===== src/rtl/uart_rx.sv =====
// 8N1 UART receiver: synchronizes rx, finds the start edge, samples mid-bit
// and presents each well-framed byte with a sticky ready flag.
module uart_rx #(
    parameter int BAUD_CYCLES = 2604
) (
    input  logic       clk,
    input  logic       rst_n,
    input  logic       rx,
    input  logic       clr_rdy,
    output logic [7:0] rx_data,
    output logic       rx_rdy,
    output logic       frame_err
);

    localparam int W = $clog2(BAUD_CYCLES);

    localparam logic [W-1:0] HALF = W'(BAUD_CYCLES / 2 - 1);
    localparam logic [W-1:0] FULL = W'(BAUD_CYCLES - 1);
    localparam logic [W-1:0] ONE  = W'(1);

    localparam logic [1:0] IDLE  = 2'd0;
    localparam logic [1:0] START = 2'd1;
    localparam logic [1:0] DATA  = 2'd2;
    localparam logic [1:0] STOP  = 2'd3;

    logic [1:0]   state;
    logic [W-1:0] cnt;
    logic [3:0]   bit_cnt;
    logic [7:0]   shreg;
    logic         sync1;
    logic         sync2;
    logic         hist;
    logic         fall;
    logic         tick;
    logic         good_stop;

    assign fall      = hist & ~sync2;
    assign tick      = (state != IDLE) && (cnt == '0);
    assign good_stop = (state == STOP) && tick && sync2;

    always_ff @(posedge clk or negedge rst_n) begin
        if (!rst_n) begin
            sync1 <= 1'b1;
            sync2 <= 1'b1;
            hist  <= 1'b1;
        end else begin
            sync1 <= rx;
            sync2 <= sync1;
            hist  <= sync2;
        end
    end

    always_ff @(posedge clk or negedge rst_n) begin
        if (!rst_n) begin
            state     <= IDLE;
            cnt       <= '0;
            bit_cnt   <= 4'd0;
            shreg     <= 8'h00;
            rx_data   <= 8'h00;
            frame_err <= 1'b0;
        end else begin
            if (state != IDLE) begin
                cnt <= cnt - ONE;
            end
            case (state)
                IDLE: begin
                    if (fall) begin
                        cnt   <= HALF;
                        state <= START;
                    end
                end
                START: begin
                    if (tick) begin
                        if (!sync2) begin
                            cnt     <= FULL;
                            bit_cnt <= 4'd0;
                            state   <= DATA;
                        end else begin
                            cnt   <= '0;
                            state <= IDLE;
                        end
                    end
                end
                DATA: begin
                    if (tick) begin
                        shreg   <= {sync2, shreg[7:1]};
                        bit_cnt <= bit_cnt + 4'd1;
                        cnt     <= FULL;
                        if (bit_cnt == 4'd7) begin
                            state <= STOP;
                        end
                    end
                end
                default: begin
                    if (tick) begin
                        if (sync2) begin
                            rx_data   <= shreg;
                            frame_err <= 1'b0;
                        end else begin
                            frame_err <= 1'b1;
                        end
                        cnt   <= '0;
                        state <= IDLE;
                    end
                end
            endcase
        end
    end

    // A completed frame wins over an acknowledge landing in the same cycle
    always_ff @(posedge clk or negedge rst_n) begin
        if (!rst_n) begin
            rx_rdy <= 1'b0;
        end else if (good_stop) begin
            rx_rdy <= 1'b1;
        end else if (clr_rdy) begin
            rx_rdy <= 1'b0;
        end else if (state == IDLE && fall) begin
            rx_rdy <= 1'b0;
        end
    end

endmodule


===== config.mk =====
export PLATFORM = sky130hd
export DESIGN_NAME = uart_rx
export DESIGN_NICKNAME = d
export VERILOG_FILES = /design/src/rtl/uart_rx.sv
export SDC_FILE = /design/constraint.sdc
export NUM_CORES = 1
export LEC_CHECK = 0
export ABC_AREA = 1
export CORE_MARGIN = 10
export CORE_UTILIZATION = 36
export CTS_BUF_LIST = sky130_fd_sc_hd__clkbuf_2
export DETAILED_ROUTE_END_ITERATION = 16
export GPL_ROUTABILITY_DRIVEN = 0
export SETUP_SLACK_MARGIN = 0.2
export SYNTH_ARGS = -nofsm -noshare
export SYNTH_HDL_FRONTEND = slang
export SYNTH_SLANG_ARGS = --single-unit

===== constraint.sdc =====
create_clock -name clk -period 3.85 [get_ports clk]
set_input_delay 0.5775 -clock clk [delete_from_list [all_inputs] [get_ports clk]]
set_output_delay 0.5775 -clock clk [all_outputs]
set_load 0.01 [all_outputs]

; ---- Word-level counts from Yosys, hierarchy flattened
; Index checks and enable logic that the tools add are counted.
; Widths: inputs -> output; s select.
[classes]
reduce_logical = 16
n_bitwise = 3
n_eq_ne = 9
mux = 22
n_addsub = 2
[op_table]
columns = op, n
row1 = $mux 12, 6
row2 = $pmux 12 s3, 1
row3 = $logic_not 12->1, 1
row4 = $mux 2, 6
row5 = $mux 4, 3
row6 = $sub 12x1->12 const B, 1
row7 = $ne 2x2->1 const B, 5
row8 = $pmux 4 s2, 1
row9 = $pmux 2 s3, 1
row10 = $reduce_bool 2->1, 3
row11 = $reduce_and 5->1, 1
row12 = $add 4x1->4 const B, 1
row13 = $eq 2x2->1 const B, 2
row14 = $eq 4x3->1 const B, 1
row15 = $logic_and 1x1->1, 4
row16 = $mux 1, 4
row17 = $reduce_and 2->1, 2
row18 = $reduce_and 4->1, 1
row19 = $reduce_and 3->1, 1
row20 = $reduce_bool 3->1, 1
row21 = $reduce_or 3->1, 1
row22 = $eq 2x1->1 const B, 1
row23 = $logic_not 2->1, 1
row24 = $not 1->1, 2
row25 = $and 1x1->1, 1
[word_totals]
out_inout_bits = 10
reg_bits = 39

; ---- Logic depth before layout (Yosys ltp)
[depth]
ltp_word = 6
mapped_depth = 11

; ---- Worst setup path after synthesis
; OpenSTA, ideal clock, no wires.
[synth_path]
path_type = flip-flop to flip-flop
from = reg cnt[0]
to = reg shreg[7]
stages_incl_launch_ff = 10
t_arrival_ps = 1363
path_buffers = 0
t_required_ps = 3730
synth_period_minus_slack_ps = 1483
slack_ps = 2367
cell_sequence = dfrtp_1 inv_1 ha_1 inv_1 nor3_4 nand2_4 nor2_8 inv_6 nand2_1 o21ai_2
[synth_between]
elab_chain_len = 3
[synth_rtl]
columns = element, line_no
row1 = from (decl), 27  ; logic [W-1:0] cnt;
row2 = from (signal assigned), 63  ; cnt <= cnt - ONE;
row3 = $logic_not 12->1, 38  ; assign tick = (state != IDLE) && (cnt == '0);
row4 = $logic_and 1x1->1, 38
row5 = $reduce_and 2->1 (no source line), -
row6 = to (signal assigned), 86  ; shreg <= {sync2, shreg[7:1]};
row7 = to (decl), 29  ; logic [7:0] shreg;
; Every way passes these cells.
; A chain may end at the register's enable or synchronous reset.

; ---- Worst setup path in the final report
[layout_path]
from = reg rx_data[7]
to = out rx_data[7]
[layout_rtl]
columns = element, line_no
row1 = from (decl), 10  ; output logic [7:0] rx_data,
row2 = from (signal assigned), 97  ; rx_data <= shreg;
; No word-level cell between the ends.

==> impl_results.md <==
- Die height: 96.7 um
- Total Routing Usage GR: 10.4%
- Hold Slack: 260 ps
- Setup repair bufs after CTS: 0
- CP max-delay cell: clkdlybuf4s50_1
- Maximum VDD drop: 0.222 mV
- Fmax: 514 MHz
- Pin count of the biggest net entering global routing: 40
- Number of vias per cell: 4.66
- Root buf cell: clkbuf_2
- Synth Area per Inst: 7.91 um^2
- Mapped Nets: 275
- First-pass GRT wire length: 8190 um
- HPWL after detailed placement: 3640 um
- Worst-margin pin slew: 872 ps
- Final Max Tran Viols: 0
- DR top layer: met4
- Mapped Area: 0.00212 mm^2
- Detail Route Antenna Nets: 0
- RSZ-0062 raised after global routing: no
- CP Data Required Time: 3270 ps
- Switching power: 0.570 mW
- Yosys warns: 0
- CTS H-Tree Depth: 2
- CP endpoint kind: primary output
- CP max stage delay: 550 ps
- Power density over the cells: 526 mW/mm^2
- WP buf/inv: 1
- Max-Cap Viols: 0
- Post-synth cell types: 27
- Metal3 WL: 231 um
- Initial Util: 37.8%
- Clock slew at reported path FFs: 210 ps
- Metal-1 WL: 2320 um
- Initial antenna violation count: 0
- Setup violations, final: 0
- Seq/Total Area, Yosys: 46.2%
- Worst hold path class: in -> async
- Filler Cells Inserted: 591
- Ant. Diodes: 0
- CP arrival: 1370 ps
- Initial DRC count: 94
- Worst-path fanout max: 2
- Post-synthesis cell count: 268
- Post-synthesis register bit count: 39
- Via Count: 1679
- Share of cells above drive strength 1: 14.2%
- Final WL: 4750 um
- P_leak: 1.27 nW
- CTS max path bufs: 2
- Core ar.: 0.00561 mm^2
- Int Power: 0.676 mW
- Switch share: 45.7%
- DR WL/cell: 13.2 um
- Sequential power share: 44.5%
- Reg2Reg Depth: 9
- IO Pins: 14
- Cts bufs inserted: 5
- Status: complete, no violations
- Startpoint Class: flop
- Relative slew margins: 41.8%
- Overflow after GRT: 0
- Met2 WL post-DR: 2140 um
- Fin. Hold Viols: 0
- Cts repair resizes: 0
- Crit-path cells: clkdlybuf4s50_1
- Crit path depth: 1
- Die width: 96.7 um
- Crit path kind: reg -> out
- Period utilization: 50.5%
- Area Overhead vs Synth: 11.7%
- Comb power frac: 40.6%
- Largest delay contributor family on the critical path: buffers and inverters
- Full die area: 0.00936 mm^2
- Post-route DRC violation count: 0
- CTS tree: done
- CTS Hold Bufs: 0
- Row cnt: 27
- Vias in the first global route: 1634
- Minimum clock period: 1950 ps
- Part of the power in the clock network: 14.9%
- Post-layout nets: 294
- Worst Setup Slack, final: 1900 ps
- Setup TNS: 0 ps
- Setup WS pre-CTS: 2210 ps
- Initial DRT Pass Iterations: 4
- Clk_lat worst skew: 400 ps
- CTS sink cnt: 39
- Port bufs: 13
- Worst Skew: 21.1 ps
-- layer usage --
layer / vias up / track usage (%)
met5: - / 0
met4: 0 / 3.61
met3: 7 / 3.12
met2: 34 / 15.7
met1: 758 / 13.7
li1: 880 / -
-- layout by cell type (no fill, tap or decap), types with 5 or more instances in the layout --
| cell type | count |
|---|---|
| clkdlybuf4s50_1 | 12 |
| clkbuf_2 | 6 |
| inv_2 | 5 |
| nor2_4 | 6 |
| nand3_1 | 18 |
| nor2_1 | 23 |
| inv_1 | 31 |
| nand2_1 | 88 |
| nand2_2 | 8 |
| dfrtp_1 | 36 |
| o21ai_0 | 20 |
-- cell type report --
cell class / instances / area (um^2) / area share, %
clock buffers: 6 / 30.0 / 1.27
clock inverters: 2 / 13.8 / 0.581
inverters: 37 / 144 / 6.08
multi-input cells: 191 / 985 / 41.6
flip-flops and latches: 39 / 980 / 41.4
well taps: 72 / 90.1 / 3.81
repair buffers: 13 / 125 / 5.29
-- cells in the mapped netlist --
cell	n	area share, %
nand2_1	88	16
dfrtp_1	36	43
inv_1	31	5.5
nor2_1	23	4.1
o21ai_0	20	4.7
nand3_1	18	4.3
nand2_2	8	2.4
nor2_4	6	3.2
inv_2	5	0.89
o21ai_1	4	0.94
dfstp_2	3	3.7
ha_1	3	1.8
nor3_4	3	2.3
xor2_1	3	1.2
a21oi_1	2	0.47
nand3b_1	2	0.71
nand4_1	2	0.59
o21ai_2	2	0.83
a21oi_2	1	0.41
buf_6	1	0.53
inv_6	1	0.41
nand2_4	1	0.53
nand3_2	1	0.47
nor2_8	1	0.94
nor3_1	1	0.24
o2111ai_1	1	0.41
xnor2_1	1	0.41
-- stage by stage --
step	instance area [um^2]	util, %	std cells	power, mW
after floorplan	2120	-	268	0.943
after global placement	2320	41.4	352	1.07
after detailed placement	2320	41.4	352	1.07
after CTS	2370	42.2	360	1.26
after global routing	2370	42.2	360	1.36
final	2370	42.2	360	1.25
-- flip-flops by register name, indices dropped and copies added (netlist names), 2 cells and up --
signal,flops
rx_data,8
state,2
shreg,8
bit_cnt,4
cnt,12
-- power groups by stage --
stage | Sequential, mW | Clock [mW] | Combinational, mW
2_1_floorplan | 0.547 | 0 | 0.395
3_3_place_gp | 0.560 | 0 | 0.506
3_5_place_dp | 0.563 | 0 | 0.504
4_1_cts | 0.555 | 0.198 | 0.506
5_1_grt | 0.565 | 0.213 | 0.582
6_report | 0.554 | 0.186 | 0.506
-- cell families (layout without fill, tap and decap cells) --
| group | count (synthesis) | after routing | synth area share, % |
|---|---|---|---|
| compound gates | 30 | 30 | 7.79 |
| xor+xnor | 4 | 4 | 1.65 |
| fa+ha+maj | 3 | 3 | 1.77 |
| buf+inv | 38 | 58 | 7.32 |
| flops | 39 | 39 | 46.2 |
| simple gates | 154 | 154 | 35.2 |
-- worst paths after layout --
kind	startpoint	to	slack, ps
min in group clk	sync1	sync2	370
worst max register to register	cnt[0]	shreg[7]	2170
worst max-delay path	rx_data[7]	rx_data[7]	1900
worst min-delay path	rst_n	cnt[3]	260
worst min register to register	sync1	sync2	370
max in group asynchronous	rst_n	shreg[7]	3040
No activity file was read; power rests on OpenSTA's default activity.
